[src/rtl/seg_scan_decoder.sv]
// Seven-segment bus monitor: filters scan glitches, decodes each digit back to hex and
// rebuilds one frame per scan period. Define SEG_DEC_DP_EN to capture decimal points.
module seg_scan_decoder #(
  parameter int STABLE_CYCLES  = 4,
  parameter int TIMEOUT_CYCLES = 65536
) (
  input  logic        clk,
  input  logic        rst_n,
  input  logic [7:0]  cat,
  input  logic [7:0]  seg,
  output logic [31:0] frame_value,
  output logic [7:0]  frame_en,
  output logic [7:0]  dp_mask,
  output logic        frame_valid,
  output logic        frame_err,
  output logic        cat_err
);

  localparam int SW = (STABLE_CYCLES > 2) ? $clog2(STABLE_CYCLES) : 1;
  localparam int TW = $clog2(TIMEOUT_CYCLES + 1);
  localparam logic [SW-1:0] STB_MAX = SW'(STABLE_CYCLES - 1);
  localparam logic [SW-1:0] STB_PRE = SW'(STABLE_CYCLES - 2);
  localparam logic [TW-1:0] TO_MAX  = TW'(TIMEOUT_CYCLES - 1);

  typedef enum logic [0:0] {ST_IDLE = 1'b0, ST_SCAN = 1'b1} state_t;

  // Returns {illegal, digit_lit, nibble}; a blank digit is legal but unlit.
  function automatic logic [5:0] f_decode(input logic [6:0] p);
    case (p)
      7'h3F:   f_decode = {2'b01, 4'h0};
      7'h06:   f_decode = {2'b01, 4'h1};
      7'h5B:   f_decode = {2'b01, 4'h2};
      7'h4F:   f_decode = {2'b01, 4'h3};
      7'h66:   f_decode = {2'b01, 4'h4};
      7'h6D:   f_decode = {2'b01, 4'h5};
      7'h7D:   f_decode = {2'b01, 4'h6};
      7'h07:   f_decode = {2'b01, 4'h7};
      7'h7F:   f_decode = {2'b01, 4'h8};
      7'h6F:   f_decode = {2'b01, 4'h9};
      7'h77:   f_decode = {2'b01, 4'hA};
      7'h7C:   f_decode = {2'b01, 4'hB};
      7'h39:   f_decode = {2'b01, 4'hC};
      7'h5E:   f_decode = {2'b01, 4'hD};
      7'h79:   f_decode = {2'b01, 4'hE};
      7'h71:   f_decode = {2'b01, 4'hF};
      7'h00:   f_decode = {2'b00, 4'h0};
      default: f_decode = {2'b11, 4'h0};
    endcase
  endfunction

  logic [7:0] w_seg_in;
`ifdef SEG_DEC_DP_EN
  assign w_seg_in = seg;
`else
  logic w_unused_dp;
  assign w_unused_dp = seg[7];
  assign w_seg_in    = {1'b0, seg[6:0]};
`endif

  logic [7:0]    r_cat, r_seg, r_prev_cat, r_prev_seg;
  logic [SW-1:0] r_stb;
  logic [TW-1:0] r_tcnt;
  state_t        r_state;
  logic [31:0]   r_buf_val, r_frame_value;
  logic [7:0]    r_buf_en, r_buf_dp, r_buf_mask, r_frame_en, r_dp_mask;
  logic          r_buf_err, r_frame_err, r_frame_valid, r_cat_err;

  logic          w_same, w_hit, w_one, w_multi, w_accept, w_cat_bad, w_timeout, w_wrap;
  logic [7:0]    w_sel, w_sel_low, w_dbit, w_slot_en, w_slot_dp;
  logic [2:0]    w_digit;
  logic [5:0]    w_dec;
  logic [31:0]   w_slot_val;

  // Input register and stability counter; the cat reset value is "nothing selected".
  always_ff @(posedge clk or negedge rst_n) begin
    if (!rst_n) begin
      r_cat      <= 8'hFF;
      r_seg      <= 8'h00;
      r_prev_cat <= 8'hFF;
      r_prev_seg <= 8'h00;
      r_stb      <= '0;
    end else begin
      r_cat      <= cat;
      r_seg      <= w_seg_in;
      r_prev_cat <= r_cat;
      r_prev_seg <= r_seg;
      if (!w_same)
        r_stb <= '0;
      else if (r_stb != STB_MAX)
        r_stb <= r_stb + SW'(1);
      else
        r_stb <= r_stb;
    end
  end

  assign w_same    = ({r_cat, r_seg} == {r_prev_cat, r_prev_seg});
  assign w_hit     = w_same && (r_stb == STB_PRE);
  assign w_sel     = ~r_cat;
  assign w_sel_low = w_sel & (w_sel - 8'd1);
  assign w_one     = (w_sel != 8'h00) && (w_sel_low == 8'h00);
  assign w_multi   = (w_sel_low != 8'h00);
  assign w_accept  = w_hit && w_one;
  assign w_cat_bad = w_hit && w_multi;
  assign w_timeout = (r_tcnt == TO_MAX);

  // Selected digit index from the one-hot cathode pattern.
  always_comb begin
    w_digit = 3'd0;
    for (int i = 0; i < 8; i++) begin
      w_digit = w_sel[i] ? 3'(i) : w_digit;
    end
  end

  assign w_dec      = f_decode(r_seg[6:0]);
  assign w_dbit     = 8'h01 << w_digit;
  assign w_slot_val = {28'h0, w_dec[3:0]} << {w_digit, 2'b00};
  assign w_slot_en  = w_dec[4] ? w_dbit : 8'h00;
  assign w_slot_dp  = r_seg[7] ? w_dbit : 8'h00;
  assign w_wrap     = w_accept && ((r_buf_mask & w_dbit) != 8'h00);

  // Frame assembly FSM with registered publish outputs.
  always_ff @(posedge clk or negedge rst_n) begin
    if (!rst_n) begin
      r_state       <= ST_IDLE;
      r_tcnt        <= '0;
      r_buf_val     <= 32'h0;
      r_buf_en      <= 8'h00;
      r_buf_dp      <= 8'h00;
      r_buf_mask    <= 8'h00;
      r_buf_err     <= 1'b0;
      r_frame_value <= 32'h0;
      r_frame_en    <= 8'h00;
      r_dp_mask     <= 8'h00;
      r_frame_err   <= 1'b0;
      r_frame_valid <= 1'b0;
      r_cat_err     <= 1'b0;
    end else begin
      r_frame_valid <= 1'b0;
      r_cat_err     <= w_cat_bad;
      r_tcnt        <= r_tcnt + TW'(1);
      case (r_state)
        ST_IDLE: begin
          if (w_accept) begin
            r_state    <= ST_SCAN;
            r_tcnt     <= '0;
            r_buf_val  <= w_slot_val;
            r_buf_en   <= w_slot_en;
            r_buf_dp   <= w_slot_dp;
            r_buf_mask <= w_dbit;
            r_buf_err  <= w_dec[5];
          end else if (w_timeout) begin
            r_tcnt        <= '0;
            r_frame_value <= 32'h0;
            r_frame_en    <= 8'h00;
            r_dp_mask     <= 8'h00;
            r_frame_err   <= 1'b0;
            r_frame_valid <= 1'b1;
          end
        end
        ST_SCAN: begin
          if (w_wrap) begin
            r_tcnt        <= '0;
            r_frame_value <= r_buf_val;
            r_frame_en    <= r_buf_en;
            r_dp_mask     <= r_buf_dp;
            r_frame_err   <= r_buf_err;
            r_frame_valid <= 1'b1;
            r_buf_val     <= w_slot_val;
            r_buf_en      <= w_slot_en;
            r_buf_dp      <= w_slot_dp;
            r_buf_mask    <= w_dbit;
            r_buf_err     <= w_dec[5];
          end else if (w_accept) begin
            r_tcnt     <= '0;
            r_buf_val  <= r_buf_val | w_slot_val;
            r_buf_en   <= r_buf_en | w_slot_en;
            r_buf_dp   <= r_buf_dp | w_slot_dp;
            r_buf_mask <= r_buf_mask | w_dbit;
            r_buf_err  <= r_buf_err | w_dec[5];
          end else if (w_timeout) begin
            r_state       <= ST_IDLE;
            r_tcnt        <= '0;
            r_frame_value <= r_buf_val;
            r_frame_en    <= r_buf_en;
            r_dp_mask     <= r_buf_dp;
            r_frame_err   <= r_buf_err;
            r_frame_valid <= 1'b1;
            r_buf_val     <= 32'h0;
            r_buf_en      <= 8'h00;
            r_buf_dp      <= 8'h00;
            r_buf_mask    <= 8'h00;
            r_buf_err     <= 1'b0;
          end
        end
        default: r_state <= ST_IDLE;
      endcase
    end
  end

  assign frame_value = r_frame_value;
  assign frame_en    = r_frame_en;
  assign dp_mask     = r_dp_mask;
  assign frame_valid = r_frame_valid;
  assign frame_err   = r_frame_err;
  assign cat_err     = r_cat_err;

endmodule

[config.mk]
export PLATFORM = sky130hd
export DESIGN_NAME = seg_scan_decoder
export DESIGN_NICKNAME = d
export VERILOG_FILES = /design/src/rtl/seg_scan_decoder.sv
export SDC_FILE = /design/constraint.sdc
export NUM_CORES = 1
export LEC_CHECK = 0
export BUFFER_PORTS_ARGS = -buffer_cell sky130_fd_sc_hd__buf_2
export CAP_MARGIN = 40
export CORE_MARGIN = 4
export CORE_UTILIZATION = 60
export CTS_BUF_LIST = sky130_fd_sc_hd__clkbuf_8
export CTS_CLUSTER_SIZE = 25
export DETAILED_ROUTE_END_ITERATION = 12
export PLACE_DENSITY = 0.81
export SYNTH_ARGS = -nofsm -noshare
export SYNTH_HDL_FRONTEND = slang
export SYNTH_SLANG_ARGS = --single-unit
export TNS_END_PERCENT = 10
[constraint.sdc]
create_clock -name clk -period 5.25 [get_ports clk]
set_input_delay 1.575 -clock clk [delete_from_list [all_inputs] [get_ports clk]]
set_output_delay 1.575 -clock clk [all_outputs]
set_load 0.1 [all_outputs]
==> Word level (Yosys, flattened, before mapping) <==
Index checks and enable logic that the tools add are counted.
Widths: inputs -> output; s select.
{ "word_totals": {"register_bits": 158, "input_bits": 18, "out_inout_bits": 51, "wordCells": 136} }
{ "classes": {"add_sub_neg": 3, "eq_ne": 27, "n_shift": 2, "n_mux": 65, "bitwise_logic": 8, "reduce_logical": 13} }
{ "ops": {"columns": ["operator", "count"], "rows": [
  ["$mux 32", 8],
  ["$mux 8", 17],
  ["$pmux 32 s2", 2],
  ["$pmux 6 s17", 1],
  ["$eq 7x7->1 const B", 12],
  ["$pmux 8 s2", 5],
  ["$mux 17", 3],
  ["$pmux 17 s2", 1],
  ["$or 32x32->32", 1],
  ["$shl 4x5->32", 1],
  ["$reduce_bool 8->1", 3],
  ["$add 17x1->17 const B", 1],
  ["$eq 17x16->1 const B", 1],
  ["$and 8x8->8", 2],
  ["$mux 1", 16],
  ["$or 8x8->8", 2],
  ["$eq 15x15->1", 1],
  ["$eq 7x3->1 const B", 2],
  ["$eq 7x6->1 const B", 2],
  ["$mux 3", 4],
  ["$logic_not 8->1", 1],
  ["$mux 2", 4],
  ["$ne 2x2->1 const B", 4],
  ["$not 8->8", 1],
  ["16 further kinds", 23]
]} }

==> Depth between registers and ports, before layout <==
{ "logic_depth": {"depth_word": 14, "ltp_mapped": 9, "mapped_depth_nobuf": 8} }

==> Worst setup path after synthesis <==
No wires, ideal clock.
{ "synth_timing": {"path_type": "flip-flop to flip-flop", "start": "register r_cat[5]", "end": "register r_buf_val[13]", "setup_time_ps": 159, "t_arrival_ps": 2316, "required_ps": 5091, "path_slack_ps": 2775, "path_stages_with_launch": 10, "n_path_buf": 3, "period_less_slack_ps": 2475, "path_cell_list": "dfstp_2 buf_2 nand4_2 nor4b_1 nor4_1 a211oi_2 mux2i_1 buf_2 buf_2 o22ai_1"} }
{ "synth_via": {"elab_chain_cells": 10, "elab_cells_between_ends": 25, "classes_between": "1 x add/sub; 3 x eq/ne; 2 x shift; 7 x mux; 4 x bitwise; 8 x reduce/logical"} }
{ "synth_rtl": {"columns": ["item", "line", "text"], "rows": [
  ["from (decl)", "60", "logic [7:0] r_cat, r_seg, r_prev_cat, r_prev_seg;"],
  ["from (signal assigned)", "83", "r_cat <= cat;"],
  ["parallel branches: the longest is 10 deep, another holds $sub 8x1->8", null, null],
  ["to (signal assigned)", "146", "r_buf_val <= w_slot_val;"],
  ["to (signal assigned)", "168", "r_buf_val <= w_slot_val;"],
  ["to (signal assigned)", "175", "r_buf_val <= r_buf_val | w_slot_val;"],
  ["to (decl)", "64", "logic [31:0] r_buf_val, r_frame_value;"]
]} }
Parallel ways; which one is timed is not known. The select of a mux whose other input is x is not followed.
A chain may end at the register's enable or synchronous reset.

==> Final worst setup path <==
{ "layout_timing": {"start": "register r_cat[7]", "end": "register r_frame_value[7] (netlist: frame_value[7])"} }
{ "layout_via": {"elab_chain_cells": 9, "elab_cells_between_ends": 20, "classes_between": "1 x add/sub; 4 x eq/ne; 1 x shift; 3 x mux; 3 x bitwise; 8 x reduce/logical"} }
{ "layout_rtl": {"columns": ["item", "line", "text"], "rows": [
  ["$not 8->8", "98", "assign w_sel = ~r_cat;"],
  ["$sub 8x1->8", "99", "assign w_sel_low = w_sel & (w_sel - 8'd1);"],
  ["$and 8x8->8", "99", null],
  ["$logic_not 8->1", "100", "assign w_one = (w_sel != 8'h00) && (w_sel_low == 8'h00);"],
  ["$logic_and 1x1->1", "100", null],
  ["$logic_and 1x1->1", "102", "assign w_accept = w_hit && w_one;"],
  ["$logic_and 1x1->1", "119", "assign w_wrap = w_accept && ((r_buf_mask & w_dbit) != 8'h00);"],
  ["$ne 3x1->1 (no line) (tied with other cells)", null, null],
  ["$reduce_and 4->1 (no line) / $pmux 32 s2 (equally long branches)", null, null],
  ["to (signal assigned)", "163", "r_frame_value <= r_buf_val;"],
  ["to (signal assigned)", "183", "r_frame_value <= r_buf_val;"],
  ["to (decl)", "64", null]
]} }
Several ways; a longest one is shown, not always the timed one.

==> out/summary.txt <==
Critical Path Start Type -> flop
Routability congestion estimate -> 0.826
Share of layout cells above drive strength 1 -> 18.0%
IO Pins -> 69
Critical path class -> reg2reg
Synth cell types -> 54
Worst reg2reg endpoint -> frame_value[7]
CP delay by family, top -> compound AO/OA/AOI/OAI gates
Post-synthesis sequential area ratio -> 55.5%
Worst Hold Path EP -> r_prev_cat[0]
Most common flop cell mapped by yosys -> dfrtp_1
Latest clock arrival within the worst-skew pair -> 440 ps
Highest-count cells in the layout ignoring fill and taps -> dfrtp_1 (126), inv_1 (97), nand2_1 (59)
Commonest non-fill, non-tap cell in the layout -> dfrtp_1
Logic pwr share -> 4.4%
Number of H-tree levels -> 4
Synth warnings -> 0
Die Width -> 112 µm
Num CTS Buffers -> 17
Final-report setup violation count -> 0
Worst Hold Depth -> 0
Skew final -> 11.7 ps
Clock power share -> 45.4%
Asr flop ratio synth -> 100%
P_sw -> 0.534 mW
Status -> finished, final reports clean
Leak Pwr -> 3.22 nW
EDFF count, synth -> 0
Vias in the first global route -> 4588
Cell Rows -> 37
Post-synthesis register bit count -> 142
Hold path startpoint -> r_cat[0]
Worst-margin pin slew -> 940 ps
Worst r2r src -> r_cat[7]
Worst path depth -> 7
# diodes -> 0
GRT Residual Overflow -> 0
CP bufs+invs -> 1
WP data required -> 5600 ps
Post-CTS Setup Repair Bufs -> 0
Post-CTS sizing -> 0
WL final -> 12800 µm
Mean area per synthesized cell -> 10.1 µm²
Area of the mapped netlist -> 0.00643 mm²
Core ar. -> 0.0104 mm²
Worst vdd ir -> 0.216 mV
Max Freq -> 297 MHz
Largest net degree at the start of global routing -> 63
Antenna violations before repair -> 0
MaxCap Viol Count -> 0
Delay of the slowest cell on the worst path -> 740 ps
CTS Sinks -> 142
Min-delay worst type -> reg2reg
Routed Antenna Nets -> 0
Setup TNS -> 0 ps
DP Wirelength -> 8510 µm
Fin. Hold Viols -> 0
Slew Viols, Final -> 0
Root Buffer Master -> clkbuf_8
Sequential share of power -> 50.2%
Avg WL per Cell -> 15.4 µm
Post-route insts no fill -> 835
Slowest stage cell, crit path -> dfstp_2
Die Y -> 112 µm
CTS Buffer Depth -> 2
Initial drt markers -> 504
Vias/cell -> 5.58
Clock slew at reported path FFs -> 80 ps
Via count -> 4661
Cell-internal power -> 1.73 mW
DP Cell Count -> 803
DRC viols -> 0
Reg2reg path depth -> 7
R2R Setup Slk -> 1880 ps
CP Capture Type -> flop
Initial core utilization -> 62.0%
CP max FO -> 41
CP cell instances -> nand4_2, nor4b_1, nor4_1, a211o_1, o32ai_4, buf_4, mux2i_1
Pwr per Cell Area -> 310 mW/mm²
First-pass GRT wire length -> 22200 µm
CP arrival -> 3720 ps
First drt pass iteration count -> 6
Cells after Synth -> 635
Tmin final -> 3370 ps
Hold Buf Count CTS -> 0
Final core occ -> 70.2%
Final nets -> 707
RSZ-0062 raised after global routing -> no
Die Area -> 0.0124 mm²
Period Utilization, post-route -> 64.1%
Gr usage total -> 21.9%
Max-slew headroom -> 36.9%
Port Buffers -> 59
Sw Share -> 23.6%
CTS tree -> yes
Area Growth Syn to Fin -> 13.2%
==> power groups by stage <==
stage          Clock (mW)  Sequential, mW  Combinational (mW)
2_1_floorplan           0            1.14              0.0781
3_3_place_gp            0            1.15              0.0935
3_5_place_dp            0            1.15              0.0994
4_1_cts              1.04            1.13               0.100
5_1_grt              1.09            1.14               0.109
6_report             1.03            1.13              0.0991
==> metal layers <==
| layer | vias to the layer above | wire length, µm | global-route usage, % |
|---|---|---|---|
| li1 | 2191 | - | - |
| met1 | 2237 | 5330 | 29.5 |
| met3 | 28 | 968 | 5.82 |
| met4 | 0 | 252 | 7.14 |
| met5 | - | 0 | 0 |
| met2 | 205 | 6280 | 34.8 |
==> per-stage QoR <==
stage	worst slack, ps	total power, mW	hold WS, ps	cell area (µm²)
after global routing	1660	2.34	425	7280
final	1880	2.26	431	7280
after global placement	1800	1.25	402	6750
after floorplan	2770	1.22	352	6460
after detailed placement	1890	1.25	408	6810
after CTS	1880	2.28	422	7280
==> flip-flops by register name (all words and copies together) (netlist names) <==
register / flops
r_prev_cat: 8
frame_en: 8
frame_value: 32
r_buf_err: 1
r_seg: 7
r_cat: 8
r_stb: 2
cat_err: 1
r_buf_mask: 8
frame_valid: 1
r_state: 1
r_tcnt: 17
frame_err: 1
r_prev_seg: 7
r_buf_val: 32
r_buf_en: 8
==> layout make-up <==
cell class,count,area [µm²]
tap,136,170
sequential,142,3570
clock buffer,18,248
inverter,97,364
timing repair buffer,66,394
clock inverter,14,228
multi-input combinational,362,2300
fill,779,3090
==> cells in the mapped netlist, drive strengths merged, types with 4 or more instances <==
library cell | number | area, µm²
nand3 | 38 | 190
nor3 | 6 | 30.0
dfrtp | 126 | 3150
o21ai | 34 | 170
o22ai | 27 | 169
a21oi | 6 | 30.0
dfstp | 16 | 420
clkbuf | 18 | 67.6
nor2 | 39 | 146
nor2b | 4 | 25.0
inv | 97 | 364
and3 | 7 | 43.8
nor4 | 8 | 77.6
buf | 23 | 163
nand2 | 59 | 221
mux2i | 43 | 430
xor2 | 27 | 236
nand3b | 7 | 52.6
nand4 | 7 | 56.3
==> worst register-to-register path, cell delays in order (launching register included) <==
cell and delay [ps]:
dfstp_2 740, nand4_2 280, nor4b_1 370, nor4_1 150
a211o_1 520, o32ai_4 340, buf_4 570, mux2i_1 320
==> worst max-delay path by stage <==
stage / slack (ps) / from / to
after floorplan: 2770 / r_cat[5] / r_buf_val[13]
after global placement: 1800 / r_cat[3] / r_buf_mask[6]
after detailed placement: 1890 / r_cat[3] / frame_value[8]
after CTS: 1880 / r_cat[3] / frame_value[17]
after global routing: 1660 / r_cat[7] / frame_value[7]
final: 1880 / r_cat[7] / frame_value[7]
==> cell families (layout without fill, tap and decap cells) <==
family | after synthesis | in the layout | synth area share (%)
compound gates | 88 | 88 | 8.95
flops | 142 | 142 | 55.5
buf+inv | 138 | 195 | 9.24
fa+ha+maj | 3 | 3 | 0.583
xor+xnor | 30 | 30 | 4.08
other cells | 1 | 8 | 0.0583
simple gates | 190 | 190 | 14.9
mux | 43 | 43 | 6.69
No activity file was read; power rests on OpenSTA's default activity.
